$ cat src/rtl/port_tx_if.sv
// ---------------------------------------------------------------------------
// port_tx_if -- FIFO-side and line-side signal bundle for the port_tx block.
//
//   ptr_fifo_empty  pointer FIFO empty flag            (queue manager -> tx)
//   ptr_fifo_rd     pointer FIFO read strobe           (tx -> queue manager)
//   ptr_fifo_dout   frame descriptor, [11:0] = length  (queue manager -> tx)
//   data_fifo_rd    data FIFO read strobe              (tx -> queue manager)
//   data_fifo_dout  data FIFO byte                     (queue manager -> tx)
//   tx_dv/tx_sof/tx_eof/tx_data  outgoing byte stream  (tx -> MAC)
//
// modport master : the transmit engine (port_tx)
// modport slave  : the environment (FIFOs + MAC)
// ---------------------------------------------------------------------------
interface port_tx_if;
  logic        ptr_fifo_empty;
  logic        ptr_fifo_rd;
  logic [15:0] ptr_fifo_dout;
  logic        data_fifo_rd;
  logic [7:0]  data_fifo_dout;
  logic        tx_dv;
  logic        tx_sof;
  logic        tx_eof;
  logic [7:0]  tx_data;

  modport master (
    input  ptr_fifo_empty, ptr_fifo_dout, data_fifo_dout,
    output ptr_fifo_rd, data_fifo_rd, tx_dv, tx_sof, tx_eof, tx_data
  );

  modport slave (
    output ptr_fifo_empty, ptr_fifo_dout, data_fifo_dout,
    input  ptr_fifo_rd, data_fifo_rd, tx_dv, tx_sof, tx_eof, tx_data
  );
endinterface

$ cat src/rtl/port_tx.sv
// ---------------------------------------------------------------------------
// port_tx -- egress port transmit engine.
//
// Pops a frame descriptor from the pointer FIFO, then reads <len> bytes from
// the data FIFO and presents them as a contiguous tx_dv burst framed by
// tx_sof/tx_eof. An inter-frame gap of at least IFG cycles separates the last
// byte of one frame from the next pointer FIFO read.
//
// Ports
//   clk           clock, rising edge
//   rstn          asynchronous active-low reset
//   tx_en         high = a new frame may be started (sampled in IDLE only)
//   bus           port_tx_if.master (FIFO strobes/data, outgoing byte stream)
//   tx_frame_cnt  frames transmitted, wraps at 16 bits
//   busy          high whenever the engine is not IDLE
// ---------------------------------------------------------------------------
module port_tx #(
  parameter int IFG = 12
) (
  input  logic         clk,
  input  logic         rstn,
  input  logic         tx_en,
  port_tx_if.master    bus,
  output logic [15:0]  tx_frame_cnt,
  output logic         busy
);

  localparam logic [2:0] IDLE    = 3'd0;
  localparam logic [2:0] PTR_RD  = 3'd1;
  localparam logic [2:0] PTR_LAT = 3'd2;
  localparam logic [2:0] DATA    = 3'd3;
  localparam logic [2:0] GAP     = 3'd4;

  // GAP lasts IFG cycles; combined with the two-cycle read-to-output latency
  // this places the next pointer read exactly IFG cycles after tx_eof.
  localparam logic [7:0] GAP_LOAD = 8'(IFG - 1);

  logic [2:0]  state_reg;
  logic        armed_reg;
  logic        ptr_rd_reg;
  logic        data_rd_reg;
  logic [11:0] len_cnt_reg;
  logic [7:0]  gap_cnt_reg;

  logic        rd_d1_reg;
  logic        tx_dv_reg;
  logic        tx_sof_reg;
  logic        tx_eof_reg;
  logic [7:0]  tx_data_reg;
  logic [15:0] frame_cnt_reg;

  // Descriptor bits [15:12] carry no meaning for this block.
  logic        unused_desc_bits;
  assign unused_desc_bits = ^bus.ptr_fifo_dout[15:12];

  // -------------------------------------------------------------------------
  // Control FSM
  // -------------------------------------------------------------------------
  always_ff @(posedge clk or negedge rstn) begin
    if (!rstn) begin
      state_reg   <= IDLE;
      armed_reg   <= 1'b0;
      ptr_rd_reg  <= 1'b0;
      data_rd_reg <= 1'b0;
      len_cnt_reg <= 12'd0;
      gap_cnt_reg <= 8'd0;
    end else begin
      // armed_reg holds off the first decision by one edge after reset
      // release, so the first pointer read lands on the second edge at best.
      armed_reg <= 1'b1;
      case (state_reg)
        IDLE: begin
          if (armed_reg && tx_en && !bus.ptr_fifo_empty) begin
            ptr_rd_reg <= 1'b1;
            state_reg  <= PTR_RD;
          end
        end
        PTR_RD: begin
          ptr_rd_reg <= 1'b0;
          state_reg  <= PTR_LAT;
        end
        PTR_LAT: begin
          // Descriptor is valid now (one-cycle FIFO latency).
          len_cnt_reg <= bus.ptr_fifo_dout[11:0];
          if (bus.ptr_fifo_dout[11:0] == 12'd0) begin
            state_reg <= IDLE;
          end else begin
            data_rd_reg <= 1'b1;
            state_reg   <= DATA;
          end
        end
        DATA: begin
          // data_rd_reg is high for every DATA cycle; len_cnt_reg counts
          // the reads still to be issued including the current one.
          if (len_cnt_reg == 12'd1) begin
            data_rd_reg <= 1'b0;
            len_cnt_reg <= 12'd0;
            gap_cnt_reg <= GAP_LOAD;
            state_reg   <= GAP;
          end else begin
            len_cnt_reg <= len_cnt_reg - 12'd1;
          end
        end
        GAP: begin
          if (gap_cnt_reg == 8'd0) begin
            state_reg <= IDLE;
          end else begin
            gap_cnt_reg <= gap_cnt_reg - 8'd1;
          end
        end
        default: begin
          state_reg   <= IDLE;
          ptr_rd_reg  <= 1'b0;
          data_rd_reg <= 1'b0;
        end
      endcase
    end
  end

  // -------------------------------------------------------------------------
  // Output byte pipeline: read strobe at t, FIFO data at t+1, tx at t+2.
  // -------------------------------------------------------------------------
  always_ff @(posedge clk or negedge rstn) begin
    if (!rstn) begin
      rd_d1_reg     <= 1'b0;
      tx_dv_reg     <= 1'b0;
      tx_sof_reg    <= 1'b0;
      tx_eof_reg    <= 1'b0;
      tx_data_reg   <= 8'h00;
      frame_cnt_reg <= 16'd0;
    end else begin
      rd_d1_reg   <= data_rd_reg;
      tx_dv_reg   <= rd_d1_reg;
      // Frames are always separated by idle cycles, so the first byte is the
      // one not preceded by a valid byte, and the last byte is the one whose
      // read is not followed by another read.
      tx_sof_reg  <= rd_d1_reg & ~tx_dv_reg;
      tx_eof_reg  <= rd_d1_reg & ~data_rd_reg;
      tx_data_reg <= rd_d1_reg ? bus.data_fifo_dout : 8'h00;
      if (tx_eof_reg) begin
        frame_cnt_reg <= frame_cnt_reg + 16'd1;
      end
    end
  end

  assign bus.ptr_fifo_rd  = ptr_rd_reg;
  assign bus.data_fifo_rd = data_rd_reg;
  assign bus.tx_dv        = tx_dv_reg;
  assign bus.tx_sof       = tx_sof_reg;
  assign bus.tx_eof       = tx_eof_reg;
  assign bus.tx_data      = tx_data_reg;
  assign tx_frame_cnt     = frame_cnt_reg;
  assign busy             = (state_reg != IDLE);

endmodule

$ cat src/flat_wrapper.sv
// flat-port wrapper written by rule: the top's interface ports become plain ports
module port_tx_flat 
#(
  parameter int IFG = 12
)
  (clk, rstn, tx_en, tx_frame_cnt, busy, bus_ptr_fifo_empty, bus_ptr_fifo_dout, bus_data_fifo_dout, bus_ptr_fifo_rd, bus_data_fifo_rd, bus_tx_dv, bus_tx_sof, bus_tx_eof, bus_tx_data);
  port_tx_if bus_i ();
  input  logic clk;
  input  logic rstn;
  input  logic tx_en;
  output logic [15:0] tx_frame_cnt;
  output logic busy;
  input wire logic [$bits(bus_i.ptr_fifo_empty)-1:0] bus_ptr_fifo_empty;
  input wire logic [$bits(bus_i.ptr_fifo_dout)-1:0] bus_ptr_fifo_dout;
  input wire logic [$bits(bus_i.data_fifo_dout)-1:0] bus_data_fifo_dout;
  output wire logic [$bits(bus_i.ptr_fifo_rd)-1:0] bus_ptr_fifo_rd;
  output wire logic [$bits(bus_i.data_fifo_rd)-1:0] bus_data_fifo_rd;
  output wire logic [$bits(bus_i.tx_dv)-1:0] bus_tx_dv;
  output wire logic [$bits(bus_i.tx_sof)-1:0] bus_tx_sof;
  output wire logic [$bits(bus_i.tx_eof)-1:0] bus_tx_eof;
  output wire logic [$bits(bus_i.tx_data)-1:0] bus_tx_data;
  assign bus_i.ptr_fifo_empty = bus_ptr_fifo_empty;
  assign bus_i.ptr_fifo_dout = bus_ptr_fifo_dout;
  assign bus_i.data_fifo_dout = bus_data_fifo_dout;
  assign bus_ptr_fifo_rd = bus_i.ptr_fifo_rd;
  assign bus_data_fifo_rd = bus_i.data_fifo_rd;
  assign bus_tx_dv = bus_i.tx_dv;
  assign bus_tx_sof = bus_i.tx_sof;
  assign bus_tx_eof = bus_i.tx_eof;
  assign bus_tx_data = bus_i.tx_data;
  port_tx #(.IFG(IFG)) u_core (.clk(clk), .rstn(rstn), .tx_en(tx_en), .bus(bus_i), .tx_frame_cnt(tx_frame_cnt), .busy(busy));
endmodule
$ cat config.mk
export PLATFORM = sky130hd
export DESIGN_NAME = port_tx_flat
export DESIGN_NICKNAME = d
export VERILOG_FILES = /design/src/rtl/port_tx_if.sv /design/src/rtl/port_tx.sv /design/src/flat_wrapper.sv
export SDC_FILE = /design/constraint.sdc
export NUM_CORES = 1
export LEC_CHECK = 0
export ABC_AREA = 1
export CAP_MARGIN = 20
export CORE_ASPECT_RATIO = 1.75
export CORE_MARGIN = 10
export CORE_UTILIZATION = 60
export DETAILED_ROUTE_END_ITERATION = 10
export DONT_BUFFER_PORTS = 1
export PLACE_DENSITY = 0.75
export SETUP_SLACK_MARGIN = 0.02
export SLEW_MARGIN = 10
export SYNTH_ARGS = -nofsm -noshare
export SYNTH_HDL_FRONTEND = slang
export SYNTH_SLANG_ARGS = --single-unit
export TNS_END_PERCENT = 100
$ cat constraint.sdc
create_clock -name clk -period 1.75 [get_ports clk]
set_input_delay 0.2625 -clock clk [delete_from_list [all_inputs] [get_ports clk]]
set_output_delay 0.2625 -clock clk [all_outputs]
set_load 0.05 [all_outputs]
==> impl_results.md <==
- Number of antenna repair diodes: 0
- Total number of placement rows: 33
- Headroom to the max-slew limit: 0.629
- Power density over the cells: 647 nW/um2
- Required @ worst endpoint: approximately 1.5 ns
- CTS H-Tree Depth: 2
- Setup repair after global routing missed its margin: false
- Main area contributors after synthesis: dfrtp_1 46%, nand2_1 9.2%, inv_1 5.8%, nor2_1 5.4%, nand3_1 4.8%
- Mux cell area share after synthesis: 0
- Combinational family with the most area after synthesis: simple AND/OR/NAND/NOR gates
- Source-to-sink clock delay at the later pin of the worst-skew pair: 0.31 ns
- Via density per instance: 5.34
- R2R depth: 9
- Gate count of the mapped netlist: 351
- Detailed-router iteration count before antenna repair: 4
- Setup Fix Bufs, Post-CTS: 0
- Part of the power in combinational logic: 0.019
- Worst hold-check path type: in2reg
- Global-route wire length before repair: 10700 um
- Start of the worst register-to-register path: u_core.len_cnt_reg[1]
- Register area share after synthesis: 0.462
- Arrival time reported for the critical path endpoint: about 1.4 ns
- Area fraction in and, or, nand and nor cells after synthesis: 0.294
- Residual DRC: 0
- Final count of negative-setup-slack endpoints: 0
- Buffers from clock root to sink, at most: 2
- Tightest Pin Transition: approximately 0.56 ns
- CTS Buf Count: 5
- YS warnings: 0
- Number of flip-flops in the largest register: 16
- Die W: roughly 73 um
- Vias in the first global route: between 2000 and 2500
- Adder and majority cell fraction of the synthesized area: 0.0214
- Critical path fanouts, max: 11
- Critical Path End Type: output port
- Area growth from synthesis to layout: 11.7%
- Combined flip-flop and latch cell area: 1350 um2
- Capture point of the worst path: busy
- DP Wirelength: 4950 um
- Number of fill cells: 401
- Initial core utilization: 0.621
- Maximum resistive drop on vdd: 0.000733 V
- Compound-cell area share of the yosys netlist: 0.0873
- All-layer global routing usage: 0.162
- Detailed-route via count: 2289
- Summed instance area of the synthesized netlist: about 3000 um2
- Sink count of the clock tree: 54
- Num ports: 58
- 1st-iter DRT viols: 42
- Internal power summed over all cells: approximately 0.0017 W
- Xor/xnor share of the synthesized area: 0.0505
- Leak: 1.74 nW
- Final weighted congestion of routability-driven global placement: 0.900
- Clk network pwr share: 0.390
- Post-Synthesis Net Count: approximately 380
- Number of distinct library cells after synthesis: 38
- CP Launch Type: flip-flop
- Die area: approximately 8200 um2
- Share of cells above drive strength 1: 0.204
- IO Port Bufs: 0
- Area of the multi-input gates: roughly 1300 um2
- CTS clk-pin slew, worst paths: 0.09 ns
- Post-synthesis cell type with the largest combined area: dfrtp_1
- Endpoint of the worst register-to-register path: u_core.gap_cnt_reg[2]
- Final setup skew: 0.00572 ns
- Result of the run: finished, final reports clean
- Remaining Overflow, GRT: 0
- Die height: 112 um
- Max-slew violations: 0
- Final Hold Slack: 0.0514 ns
- Synthesized area per cell: approximately 8.3 um2
- Register-to-register setup slack: 0.23 ns
- Antenna violations before repair: 0
- Power dissipated by switching net loads: 0.000432 W
- Average wire per standard cell: 14.9 um
- Fraction of power spent switching nets: 0.205
- Area of the core: 4710 um2
- Leading cell types in the layout, fill and taps excluded: 72 x nand2_1, 54 x dfrtp_1, 44 x inv_1
- Area share of the leading cell type in the synthesized netlist: 0.462
- Routed wire length: 6390 um
- Final Hold Vio Count: 0
- Pin count of the biggest net entering global routing: between 50 and 60
- Maximum frequency from static timing analysis: between 0.6 and 0.7 GHz
- Number of max-capacitance violations reported: 0
- Most frequent standard cell in the layout excluding fill and tap cells: nand2_1
- Crit path kind: reg2out
- Final ANT Viol Nets: 0
- Cell chosen for the clock root: clkbuf_8
- TritonCTS clock tree: built
- Tcrit/Tclk final: 0.920
- Total negative slack for setup checks: 0 ns
- Power share of the sequential group: 0.591
- Number of nets in the layout: 410
- Synthesized flop and latch total: 54
- Period minus WS final: 1.61 ns
- Critical Path Start: u_core.state_reg[0]
## critical path: stages, from the launching register on
cell,delay (ns)
dfrtp_1,0.45
inv_4,0.15
nand2_1,0.12
nor2_1,0.16
inv_2,0.16
## power by group through the flow
stage | combinational [W] | sequential [W] | clock, W
6_report | 0.0000398 | 0.00125 | 0.000824
2_1_floorplan | 0.00000511 | 0.00127 | 0
3_3_place_gp | 0.00000703 | 0.00127 | 0
3_5_place_dp | 0.00000714 | 0.00127 | 0
4_1_cts | 0.0000413 | 0.00125 | 0.000842
5_1_grt | 0.0000460 | 0.00125 | 0.000885
## cells by family after synthesis
kind of cell             Yosys count
other                              1
AO/OA/AOI/OAI                     38
XOR/XNOR                          16
buffers and inverters             59
AND/OR/NAND/NOR                  178
adder cells (fa/ha/maj)            5
flip-flops                        54
## synthesized netlist by cell type (all sizes together)
master / n
nand2: 83
dfrtp: 54
inv: 53
nor2: 51
nand3: 31
a21oi: 18
o21ai: 14
xor2: 13
nor3: 7
ha: 5
buf: 3
clkbuf: 3
nand4: 3
xnor2: 3
a21boi: 1
a22oi: 1
and2: 1
conb: 1
nand3b: 1
o211ai: 1
o21bai: 1
o221ai: 1
o311ai: 1
or2: 1
## layer usage
metal	track usage	vias to the layer above	part of all wire
met2	0.298	53	0.57
met5	0	-	0
met3	0.0494	19	0.056
met1	0.151	1078	0.34
li1	-	1139	-
met4	0.0827	0	0.037
## how the worst min path moves through the flow
stage                                startpoint                     end  slack (ns)  cells past startpoint
after floorplan                            rstn        u_core.armed_reg       -0.03                      0
after global placement                     rstn  u_core.tx_frame_cnt[3]       -0.03                      0
after detailed placement                   rstn  u_core.tx_frame_cnt[4]       -0.03                      0
after CTS                 bus_data_fifo_dout[4]   u_core.bus.tx_data[4]        0.05                      2
after global routing      bus_data_fifo_dout[2]   u_core.bus.tx_data[2]        0.04                      2
final                     bus_data_fifo_dout[4]   u_core.bus.tx_data[4]        0.05                      2
## repair_timing
item,in CTS,in global routing
hold buffers,2,0
endpoints found under the setup margin,1,1
endpoints found under the hold margin,54,0
gates resized for setup,1,1
## area by class of cell
type / count / share of cell area
repair buffers: 25 / 0.0644
multi-input cells: 238 / 0.407
clock buffers: 5 / 0.0211
flip-flops and latches: 54 / 0.414
inverters: 53 / 0.0617
clock inverters: 2 / 0.0119
well taps: 52 / 0.0199
## metrics by stage
step	worst slack [ns]	power (W)	utilization	instance area (um2)	instances
after floorplan	0.0336	0.00128	-	2920	351
after global placement	0.265	0.00128	0.662	3120	420
after detailed placement	0.236	0.00128	0.662	3120	420
after CTS	0.0770	0.00213	0.693	3260	429
after global routing	0.0250	0.00218	0.694	3260	429
final	0.140	0.00211	0.694	3260	429
Note: power is estimated with default switching activity, not from simulation.
